## config.mk

```make
export PLATFORM = sky130hd
export DESIGN_NAME = outport_display_scanner
export DESIGN_NICKNAME = d
export VERILOG_FILES = /design/src/rtl/outport_display_scanner.sv
export SDC_FILE = /design/constraint.sdc
export NUM_CORES = 1
export LEC_CHECK = 0
export ABC_CLOCK_PERIOD_IN_PS = 4000
export CORE_MARGIN = 2
export CORE_UTILIZATION = 37
export CTS_CLUSTER_SIZE = 24
export DETAILED_ROUTE_END_ITERATION = 16
export SETUP_SLACK_MARGIN = 0.3
export SLEW_MARGIN = 40
export SYNTH_ARGS = -nofsm -noshare
export SYNTH_HDL_FRONTEND = slang
export SYNTH_SLANG_ARGS = --single-unit
```

## constraint.sdc

```tcl
create_clock -name fast_clk -period 4 [get_ports fast_clk]
set_input_delay 0.8 -clock fast_clk [delete_from_list [all_inputs] [get_ports fast_clk]]
set_output_delay 0.8 -clock fast_clk [all_outputs]
set_load 0.05 [all_outputs]
```

## src/rtl/outport_display_scanner.sv

```systemverilog
// outport_display_scanner
// Latches CPU writes to the output port and drives a time-multiplexed,
// active-low seven-segment display from the latched value. The displayed
// value only changes at a frame boundary, so a frame never mixes two values.
module outport_display_scanner #(
    parameter int unsigned SCAN_DIV = 50000,
    parameter int unsigned DIGITS   = 8
) (
    input  logic              fast_clk,
    input  logic              reset_n,
    input  logic              outport_wr,
    input  logic [31:0]       bus_data,
    input  logic              blank_lz,
    output logic [31:0]       outport_q,
    output logic [7:0]        seg_out,
    output logic [DIGITS-1:0] digit_en_n,
    output logic              frame_done
);

    localparam int unsigned PW = $clog2(SCAN_DIV);
    localparam int unsigned IW = (DIGITS > 1) ? $clog2(DIGITS) : 1;
    localparam int unsigned VW = 4 * DIGITS;

    logic [PW-1:0]     prescale;
    logic [IW-1:0]     digit_idx;
    logic [31:0]       shadow;
    logic [VW-1:0]     disp;
    logic              pending;

    logic              digit_wrap;
    logic              frame_wrap;
    logic [DIGITS-1:0] zero_from;
    logic [3:0]        cur_nibble;
    logic              cur_blank;
    logic [7:0]        seg_next;
    logic [DIGITS-1:0] en_next;

    // Active-low hex decode, dp held off
    function automatic logic [7:0] hex_decode(input logic [3:0] n);
        logic [7:0] s;
        case (n)
            4'h0: s = 8'hC0;
            4'h1: s = 8'hF9;
            4'h2: s = 8'hA4;
            4'h3: s = 8'hB0;
            4'h4: s = 8'h99;
            4'h5: s = 8'h92;
            4'h6: s = 8'h82;
            4'h7: s = 8'hF8;
            4'h8: s = 8'h80;
            4'h9: s = 8'h90;
            4'hA: s = 8'h88;
            4'hB: s = 8'h83;
            4'hC: s = 8'hC6;
            4'hD: s = 8'hA1;
            4'hE: s = 8'h86;
            default: s = 8'h8E;
        endcase
        return s;
    endfunction

    assign digit_wrap = (prescale == PW'(SCAN_DIV - 1));
    assign frame_wrap = digit_wrap && (digit_idx == IW'(DIGITS - 1));
    assign outport_q  = shadow;

    // Prescaler and digit scan position
    always_ff @(posedge fast_clk or negedge reset_n) begin
        if (!reset_n) begin
            prescale  <= '0;
            digit_idx <= '0;
        end else if (digit_wrap) begin
            prescale <= '0;
            if (digit_idx == IW'(DIGITS - 1)) begin
                digit_idx <= '0;
            end else begin
                digit_idx <= digit_idx + IW'(1);
            end
        end else begin
            prescale <= prescale + PW'(1);
        end
    end

    // Write capture and frame-synchronous display update
    always_ff @(posedge fast_clk or negedge reset_n) begin
        if (!reset_n) begin
            shadow     <= '0;
            disp       <= '0;
            pending    <= 1'b0;
            frame_done <= 1'b0;
        end else begin
            if (outport_wr) begin
                shadow <= bus_data;
            end
            // A write landing on the boundary cycle bypasses shadow so it
            // is shown in the frame that starts right now.
            if (frame_wrap) begin
                if (outport_wr) begin
                    disp <= bus_data[VW-1:0];
                end else if (pending) begin
                    disp <= shadow[VW-1:0];
                end
                pending <= 1'b0;
            end else if (outport_wr) begin
                pending <= 1'b1;
            end
            frame_done <= frame_wrap;
        end
    end

    // Select the current digit's nibble, blanking and enable pattern
    always_comb begin
        logic all_zero;
        all_zero   = 1'b1;
        zero_from  = '0;
        cur_nibble = '0;
        cur_blank  = 1'b0;
        en_next    = '1;
        for (int unsigned j = DIGITS; j > 0; j--) begin
            all_zero       = all_zero && (disp[4*(j-1) +: 4] == 4'h0);
            zero_from[j-1] = all_zero;
        end
        for (int unsigned i = 0; i < DIGITS; i++) begin
            if (digit_idx == IW'(i)) begin
                cur_nibble = disp[4*i +: 4];
                cur_blank  = blank_lz && (i != 0) && zero_from[i];
                en_next[i] = 1'b0;
            end
        end
        seg_next = cur_blank ? 8'hFF : hex_decode(cur_nibble);
    end

    // Registered display pins
    always_ff @(posedge fast_clk or negedge reset_n) begin
        if (!reset_n) begin
            seg_out    <= 8'hFF;
            digit_en_n <= '1;
        end else begin
            seg_out    <= seg_next;
            digit_en_n <= en_next;
        end
    end

endmodule

```

* Yosys cells after proc, flatten, opt, wreduce, memory -nomap -nowiden *
Memories as Yosys holds them, arrays and structs flattened.
Cells that the tools add are included.
Widths: inputs -> output; s select.

word-level totals
  register bits = 101
  ROM bits = 112
  bits of input ports = 36
  output and inout bits = 49
  logic and storage cells = 74
  memories = 1

memory list
  memory           depth  bits a word  read ports  clocked after Yosys merged registers in  wr ports  RTL line  RTL
  (no name shown)  16     7            1           0                                        0         41        case (n)

operators by class
  add/subtract/negate cells = 2
  equal/unequal tests = 8
  mux-type cells = 30
  reductions and logical operators = 25

operators with widths
  cell                   count
  $mux 32                2
  $mux 4                 8
  $logic_not 4->1        7
  $mux 1                 17
  $add 16x1->16 const B  1
  $eq 16x16->1 const B   1
  $mux 16                1
  $logic_and 1x1->1      14
  $eq 3x3->1 const B     4
  $mux 8                 1
  $eq 3x2->1 const B     2
  $reduce_bool 2->1      2
  $add 3x1->3 const B    1
  $eq 3x1->1 const B     1
  $logic_not 3->1        1
  $mux 3                 1
  $reduce_and 2->1       1

* Longest topological paths before layout *
Gate-level depths: netlist (run 1).

  depth after elaboration = 16
  mapped depth = 13

* Worst setup path before layout (run 1) *
Ideal clock, no wire load.

  path type = flip-flop to flip-flop
  start = reg digit_idx[2]
  end = reg seg_out[3]
  setup time = 0.081 ns
  data arrival time = 2.604 ns
  setup slack = 1.315 ns
  stages on the path, launching flop included = 14
  clock period less this slack = 2.685 ns
  cell sequence = dfrtp_1 > buf_4 > buf_6 > inv_1 > ha_1 > or2_4 > a221oi_1 > o22ai_1 > a21oi_1 > inv_1 > ha_1 > nand2b_1 > o22a_1 > o211ai_1

on the way
  longest elaborated chain between the ends = 11
  elaborated cells between the ends (all ways) = 25
  those cells by class = 7 x eq/ne; 16 x mux; 1 x reduce/logical; 1 x memory

ends and longest elaborated chain
  item                    RTL line  RTL
  start, declared         25        logic [IW-1:0] digit_idx;
  start signal, assigned  76        digit_idx <= digit_idx + IW'(1);
  $logic_not 3->1         123       if (digit_idx == IW'(i)) begin
  $mux 4 (8 in a row)     123
  $mem_v2 16x7            n/a
  $mux 8 (*)              129       seg_next = cur_blank ? 8'hFF : hex_decode(cur_nibble);
  net seg_next[3]         35        logic [7:0] seg_next;
  end signal, assigned    138       seg_out <= seg_next;
  end, declared           15        output logic [7:0] seg_out,

Mark *: on every way through the listed nets, which the timed path passes. The rest lies on a longest branch.
A chain may end at the register's enable or synchronous reset.

* Worst setup path in the final report (run 1) *
Same ends and word-level chain as after synthesis.

==> results of run 1 <==
==> final cells by class <==
class | instances | area share
flip-flops and latches | 100 | 0.426
multi-input cells | 233 | 0.333
clock buffers | 11 | 0.0410
clock inverters | 5 | 0.0102
repair buffers | 86 | 0.143
inverters | 16 | 0.0102
well taps | 172 | 0.0364
==> sequential cells by signal (all words and copies together) (netlist names) <==
register / count
frame_done: 1
digit_en_n: 8
pending: 1
seg_out: 7
digit_idx: 3
disp: 32
prescale: 16
outport_q: 32
==> through the flow <==
stage	util	total power [W]	worst slack, ns	std cells	hold slack, ns
2_1_floorplan	-	0.00124	1.31	367	0.448
3_3_place_gp	0.449	0.00138	0.914	607	0.470
3_5_place_dp	0.449	0.00138	0.740	607	0.496
4_1_cts	0.474	0.00226	0.706	623	0.504
5_1_grt	0.474	0.00232	0.479	623	0.520
6_report	0.474	0.00222	0.681	623	0.484
==> where the power goes <==
part | switching, W | total (W) | internal [W]
registers | 0.0000149 | 0.00106 | 0.00104
clock network | 0.000366 | 0.000870 | 0.000504
logic | 0.000181 | 0.000295 | 0.000114
total | 0.000562 | 0.00222 | 0.00166
==> cell usage in the layout, fill, tap and decap left out, types with 4 or more instances in the layout <==
master	count
mux2_2	34
inv_1	14
buf_4	5
nor3_1	5
or3_1	4
mux2_4	30
xor2_1	7
nor4_1	4
o211ai_1	4
nand2b_1	5
dfrtp_1	85
a21oi_1	16
nand3b_1	6
dfstp_2	15
ha_1	12
o21ai_0	11
nand2_1	18
clkbuf_16	9
nand3_1	10
xnor2_1	6
clkdlybuf4s50_1	81
nor2_1	15
o22ai_1	4
==> cell families after synthesis <==
logic type                 count (synthesis)  share of synthesized area
xor gates and xnor gates                  13                     0.0244
muxes                                     67                      0.185
and+or+nand+nor                           83                     0.0957
AOI/OAI and AO/OA                         57                     0.0818
DFF                                      100                      0.540
buffers and inverters                     34                     0.0402
other                                      1                   0.000803
adders and majority gates                 12                     0.0322
==> routing by layer <==
layer,track usage,wire length (um)
met1,0.196,4270
met4,0.0452,104
met3,0.0296,332
met5,0,0
met2,0.230,4420
==> worst max path at each step <==
stage                 startpoint  depth (start not counted)  slack [ns]    endpoint
finish              digit_idx[2]                         11        0.68  seg_out[3]
floorplan           digit_idx[2]                         13        1.31  seg_out[3]
detailed placement  digit_idx[2]                         11        0.74  seg_out[3]
global route        digit_idx[2]                         11        0.48  seg_out[3]
global placement    digit_idx[2]                         11        0.91  seg_out[3]
CTS                 digit_idx[2]                         11        0.71  seg_out[3]
==> critical path, delay by kind of cell, from the launching register on <==
family / cells / cell delay [ns]
AO/OA/AOI/OAI: 5 / 1.16
AND/OR/NAND/NOR: 2 / 0.43
flip-flops: 1 / 0.68
buffers and inverters: 2 / 0.32
adder cells (fa/ha/maj): 2 / 0.62
==> results.cfg, run 1 <==
[synth]
syn_nets = 415
synth_seq_area_share = 0.540
synth_area_sq_um = 4670
ys.flop_type = dfrtp_1
yosys.area.top_type = dfrtp_1
yosysUniqueCellTypes = 54
synth_area_per_cell_sq_um = 12.7
synthCells = 367
ys_ff_latch = 100
yosysWarnings = 0
synth.most_common_cell = dfrtp_1
synth_top_area_frac = 0.456
synth_edf_count = 0
yosys-top-cells-area = dfrtp_1 (46%), mux2_4 (9.6%), dfstp_2 (8.4%)
ys_top_cells_by_count = dfrtp_1 (85), mux2_2 (34), mux2_4 (30), nand2_1 (18), a21oi_1 (16)
async_flop_share = 1.00

[detailed_routing]
drt_pass1_iterations = 4
dr.first_iter.drc_count = 72
routed_via_density = 4.84
via_count = 3016
drc = 0
avgRoutedWirePerCell_um = 14.7
ant_nets = 0
wirelength_mm = 9.13

[finish]
finalNetCount = 494
fillers = 1143
fin_area_sq_um = 5910
register_area_sq_um = 2520
multiInputGateArea_sq_um = 1970
diodes = 0
drive_gt1_frac = 0.246
area_growth_pct = 26.7

[outcome]
status = completed

[floorplanning]
num_rows = 41
io_pins = 85
die_area_sq_um = 13500
die_y_um = 116
initial_core_util = 0.374
die_w_um = 116
core_sq_um = 12500

[timing]
fmax_ghz = 0.301
period_needed_ns = 3.32
grt_setup_unrepaired = no
relSlewSlack = 0.521
fin_crit_sh = 0.830
setup_violations = 0
fin_skew_ns = 0.0133
hold_viol_final = 0
tightestPinTransition_ns = 0.711
slew_violations = 0
final.setup.tns_ns = 0

[clock_network]
htree_levels = 3
numClockSinks = 100
cts.reportedPaths.clkPinSlew_ns = 0.07
clock_path_buffers = 2
cts-root-buf = clkbuf_16
clkLatencyLatePin_ns = 0.34
cts_resized = 0
cts_tree = done
cts_made_buffers = 9
cts_setup_buffers = 0
postCtsHoldBufs = 0

[placement]
port_buffers = 83
placed_area_sq_um = 5600
hpwl_mm = 6.56
globalplace.congestion = 0.841

[global_route]
grt_first_pass_wirelength_mm = 15.1
antenna_found_initial = 0
grt_max_degree = 54
gr-usage-all-layers = 0.143
overflow = 0
grt_pass1_vias = 3013

[flow_run]
maxCapViolations = 0

[worst_setup_path]
critPathCaptureType = register
reg2reg_slack_ns = 0.68
cp_max_fo = 18
start_kind = register
critPathArrivalTime_ns = 3.57
r2r_end = seg_out[3]
reg2reg_depth = 11
worstPathRequired_ns = 4.26
r2r-start = digit_idx[2]
criticalPathCategory = register to register
path_cells = inv_1 -> ha_1 -> or2_4 -> a221oi_1 -> o22ai_1 -> a21oi_1 -> inv_1 -> ha_1 -> nand2b_1 -> o22a_1 -> o211ai_1
cp_slowest_cell = dfrtp_1
max_stage_delay_ns = 0.68

[hold_path]
hold_path.class = primary input to asynchronous set/reset pin

[power_and_ir_drop]
p_per_area_nw_per_um2 = 376
power.leakage_nw = 2.64
peakVddDrop_mv = 0.215
No activity file was read; power rests on OpenSTA's default activity.
==> inputs of run 2 (changes only) <==
--- a/config.mk
+++ b/config.mk
@@ -5,7 +5,7 @@
 export SDC_FILE = /design/constraint.sdc
 export NUM_CORES = 1
 export LEC_CHECK = 0
-export ABC_CLOCK_PERIOD_IN_PS = 4000
+export ABC_CLOCK_PERIOD_IN_PS = 2700
 export CORE_MARGIN = 2
 export CORE_UTILIZATION = 37
 export CTS_CLUSTER_SIZE = 24
==> constraint.sdc (replaced) <==
create_clock -name fast_clk -period 2.7 [get_ports fast_clk]
set_input_delay 0.54 -clock fast_clk [delete_from_list [all_inputs] [get_ports fast_clk]]
set_output_delay 0.54 -clock fast_clk [all_outputs]
set_load 0.05 [all_outputs]
==> results.cfg, run 2 (synthesis results as in run 1) <==
[detailed_routing]
via_count = 3107
drt_pass1_iterations = 4
ant_nets = 0
avgRoutedWirePerCell_um = 14.9
routed_via_density = 4.86
wirelength_mm = 9.55
dr.first_iter.drc_count = 133
drc = 0

[global_route]
gr-usage-all-layers = 0.150
grt_first_pass_wirelength_mm = 15.8
overflow = 0
grt_max_degree = 48
grt_pass1_vias = 3179
antenna_found_initial = 0

[worst_setup_path]
path_cells = ha_4 -> ha_4 -> or2_4 -> a221oi_4 -> o22ai_2 -> a21oi_2 -> inv_2 -> ha_1 -> nand2b_4 -> o22a_1 -> o211ai_1
crit_start = digit_idx[1]
critPathArrivalTime_ns = 2.64
reg2reg_depth = 11
worstPathRequired_ns = 2.96
cp_slowest_cell = dfrtp_2
r2r_end = seg_out[3]
r2r-start = digit_idx[1]
criticalPathCategory = register to register
reg2reg_slack_ns = 0.32
crit_cells = 11
crit_buf_inv = 1
critPathCaptureType = register
start_kind = register
max_stage_delay_ns = 0.44
worst_path_most_repeated_cell = ha_4
cp_top_family = compound AO/OA/AOI/OAI gates
endpoint = seg_out[3]
cp_max_fo = 3

[floorplanning]
num_rows = 41
io_pins = 85
core_sq_um = 12500
die_area_sq_um = 13500
die_w_um = 116
initial_core_util = 0.374
die_y_um = 116

[finish]
finalNetCount = 510
layout_commonest_cell = dfrtp_1
fillers = 1127
fin_area_sq_um = 6220
layout_common_cells = dfrtp_1 (82), clkdlybuf4s50_1 (81), mux2_2 (34), mux2_4 (30)
register_area_sq_um = 2520
diodes = 0
multiInputGateArea_sq_um = 2110
drive_gt1_frac = 0.319
area_growth_pct = 33.3

[clock_network]
clkLatencyLatePin_ns = 0.34
cts.reportedPaths.clkPinSlew_ns = 0.07
cts_made_buffers = 9
clock_path_buffers = 2
numClockSinks = 100
cts_tree = done
postCtsHoldBufs = 0
htree_levels = 3
cts-root-buf = clkbuf_16

[hold_path]
hold_path.class = primary input to asynchronous set/reset pin

[timing]
hold_viol_final = 0
fin_skew_ns = 0.00759
fmax_ghz = 0.420
relSlewSlack = 0.610
grt_setup_unrepaired = yes
setup_violations = 0
fin_crit_sh = 0.881
period_needed_ns = 2.38
final.setup.tns_ns = 0
tightestPinTransition_ns = 0.585
slew_violations = 0

[placement]
globalplace.congestion = 0.875
port_buffers = 83
hpwl_mm = 7.00
placed_area_sq_um = 5710

[power_and_ir_drop]
p_per_area_nw_per_um2 = 543
power.leakage_nw = 2.74
peakVddDrop_mv = 0.457

[flow_run]
maxCapViolations = 0

[outcome]
status = completed
run 2: cell types whose count changed in the layout (fill, tap and decap cells not counted), moves of 4 or more:
cell   previous run  this run
ha_1             12         5
buf_4             5        18
ha_4              0         7
inv_2             2         6
inv_1            14        10
run 2: how the worst min path moves through the flow:
| stage | from | to | slack [ns] | cells past startpoint |
|---|---|---|---|---|
| 6_report | reset_n | outport_q[10] | 0.20 | 1 |
| 3_5_place_dp | prescale[0] | prescale[0] | 0.49 | 1 |
| 5_1_grt | reset_n | outport_q[10] | 0.24 | 1 |
| 3_3_place_gp | prescale[0] | prescale[0] | 0.47 | 1 |
| 4_1_cts | reset_n | outport_q[10] | 0.22 | 1 |
| 2_1_floorplan | reset_n | digit_idx[0] | 0.24 | 0 |
run 2: metal layers:
layer / vias up / GRT usage / part of all wire
met1: 1553 / 0.199 / 0.46
met4: 0 / 0.0484 / 0.011
met5: - / 0 / 0
li1: 1487 / - / -
met2: 58 / 0.245 / 0.49
met3: 9 / 0.0332 / 0.035
run 2: metrics by stage:
| stage | total power [W] | instances | util | setup slack (ns) | hold slack, ns |
|---|---|---|---|---|---|
| final | 0.00338 | 639 | 0.499 | 0.321 | 0.203 |
| after global routing | 0.00353 | 639 | 0.499 | 0.225 | 0.244 |
| after CTS | 0.00344 | 636 | 0.492 | 0.303 | 0.215 |
| after detailed placement | 0.00205 | 615 | 0.458 | 0.0429 | 0.491 |
| after global placement | 0.00204 | 615 | 0.458 | 0.165 | 0.468 |
| after floorplan | 0.00184 | 367 | - | 0.306 | 0.244 |
run 2: layout make-up:
class	instances	area share
Clock buffer	9	0.0362
Multi-Input combinational cell	233	0.339
Tap cell	172	0.0346
Timing Repair Buffer	102	0.159
Clock inverter	7	0.0155
Sequential cell	100	0.406
Inverter	16	0.00965
run 2: what timing repair did:
action,4_1_cts,5_1_grt
gates resized for setup,14,12
cloned,0,0
buffers inserted,5,3
endpoints found under the setup margin,7,7
hold endpoints to repair,0,0
pin swaps,9,4
run 2: report_power, final:
group | internal, W | switching (W) | total (W) | leakage [nW]
clock network | 0.000816 | 0.000552 | 0.00137 | 0.160
logic | 0.000172 | 0.000271 | 0.000443 | 1.34
registers | 0.00155 | 0.0000225 | 0.00157 | 1.25
total | 0.00254 | 0.000845 | 0.00338 | 2.74
==> inputs of run 3 (changes only) <==
--- a/config.mk
+++ b/config.mk
@@ -5,7 +5,7 @@
 export SDC_FILE = /design/constraint.sdc
 export NUM_CORES = 1
 export LEC_CHECK = 0
-export ABC_CLOCK_PERIOD_IN_PS = 2700
+export ABC_CLOCK_PERIOD_IN_PS = 2350
 export CORE_MARGIN = 2
 export CORE_UTILIZATION = 37
 export CTS_CLUSTER_SIZE = 24
==> constraint.sdc (replaced) <==
create_clock -name fast_clk -period 2.35 [get_ports fast_clk]
set_input_delay 0.47 -clock fast_clk [delete_from_list [all_inputs] [get_ports fast_clk]]
set_output_delay 0.47 -clock fast_clk [all_outputs]
set_load 0.05 [all_outputs]
==> results.cfg, run 3 (synthesis results as in run 1) <==
[finish]
diodes = 0
layout_common_cells = dfrtp_1 (85), clkdlybuf4s50_1 (66), mux2_2 (34), mux2_4 (30), buf_4 (29)
fillers = 1083
register_area_sq_um = 2520
finalNetCount = 526
fin_area_sq_um = 6390
area_growth_pct = 36.9
drive_gt1_frac = 0.352
layout_commonest_cell = dfrtp_1
instances_no_fill = 655
multiInputGateArea_sq_um = 2150
fin_util = 0.513

[detailed_routing]
ant_nets = 0
wirelength_mm = 10.1
via_count = 3169
avgRoutedWirePerCell_um = 15.4
drc = 0
routed_via_density = 4.84
dr.first_iter.drc_count = 126
drt_pass1_iterations = 4

[placement]
port_buffers = 83
hpwl_mm = 7.15
dp.cells = 633
globalplace.congestion = 0.883
placed_area_sq_um = 5900

[worst_setup_path]
r2r_end = seg_out[4]
start_kind = register
worstPathRequired_ns = 2.61
reg2reg_depth = 11
criticalPathCategory = register to register
cp_max_fo = 4
critPathArrivalTime_ns = 2.57
critPathCaptureType = register
reg2reg_slack_ns = 0.04
r2r-start = digit_idx[0]

[timing]
fmax_ghz = 0.432
fin_skew_ns = 0.00772
final.setup.tns_ns = 0
period_needed_ns = 2.31
setup_violations = 0
tightestPinTransition_ns = 0.508
fin_crit_sh = 0.985
whs_ns = 0.0279
relSlewSlack = 0.660
hold_viol_final = 0
slew_violations = 0
grt_setup_unrepaired = yes

[global_route]
use_met3 = 0.0291
use_met2 = 0.239
gr-usage-all-layers = 0.152
grt_max_degree = 50
grt_pass1_vias = 3205
grt_first_pass_wirelength_mm = 15.9
busiest_layer = met2
antenna_found_initial = 0
met1_usage = 0.203
overflow = 0

[power_and_ir_drop]
p_per_area_nw_per_um2 = 582
power.leakage_nw = 2.87
peakVddDrop_mv = 0.272

[floorplanning]
die_y_um = 116
core_sq_um = 12500
num_rows = 41
die_area_sq_um = 13500
initial_core_util = 0.374
io_pins = 85
die_w_um = 116

[outcome]
status = completed

[clock_network]
cts_tree = done
clkLatencyLatePin_ns = 0.34
cts.reportedPaths.clkPinSlew_ns = 0.07
clock_path_buffers = 2
cts_made_buffers = 9
htree_levels = 3
numClockSinks = 100
postCtsHoldBufs = 0
cts-root-buf = clkbuf_16

[flow_run]
maxCapViolations = 0

[hold_path]
hold_path.class = primary input to asynchronous set/reset pin
run 3: cell count changes in the layout (fill, tap and decap cells not counted), sizes merged:
cell,delta
dlygate4sd2,+15
clkbuf,+3
buf,+13
clkdlybuf4s50,-15
bufinv,-2
inv,+2
run 3: power breakdown:
group          internal [W]  switching (W)  total (W)
sequential          0.00178      0.0000263    0.00180
combinational      0.000199       0.000310   0.000509
clock              0.000735       0.000671    0.00141
run 3: layout make-up:
type / count / share of cell area
clock buffer: 9 / 0.0352
clock inverter: 7 / 0.00881
inverter: 16 / 0.00979
multi-input combinational: 233 / 0.336
sequential: 100 / 0.394
tap: 172 / 0.0337
timing repair buffer: 118 / 0.182
run 3: through the flow:
stage | total power, W | setup slack (ns)
global route | 0.00387 | -0.0616
finish | 0.00372 | 0.0354
global placement | 0.00235 | 0.0217
floorplan | 0.00212 | 0.0318
detailed placement | 0.00235 | -0.0533
CTS | 0.00377 | 0.0488
run 3: how the worst max path moves through the flow:
stage	from	to	slack, ns
5_1_grt	digit_idx[0]	seg_out[4]	-0.06
3_5_place_dp	digit_idx[1]	seg_out[3]	-0.05
6_report	digit_idx[0]	seg_out[4]	0.04
2_1_floorplan	digit_idx[2]	seg_out[3]	0.03
3_3_place_gp	digit_idx[0]	seg_out[3]	0.02
4_1_cts	digit_idx[0]	seg_out[3]	0.05
run 3: what timing repair did:
item,4_1_cts,5_1_grt
cloned,0,3
gates resized for setup,31,8
setup endpoints to repair,22,26
pin swaps,6,0
setup buffers,2,1
run 3: worst max-delay path, cell delays in order, from the launching register on:
cell and delay, ns:
dfrtp_1 0.43, ha_4 0.20, ha_4 0.16, or2_4 0.27
a221oi_2 0.18, o22ai_1 0.11, a21o_1 0.24, inv_2 0.13
ha_4 0.16, nor2b_4 0.14, a21oi_1 0.05, o211ai_1 0.17
run 3: routing by layer:
layer	wire length [um]	part of all wire	vias up
li1	-	-	1513
met3	411	0.041	23
met2	4740	0.47	78
met5	0	0	-
met1	4650	0.46	1555
met4	275	0.027	0
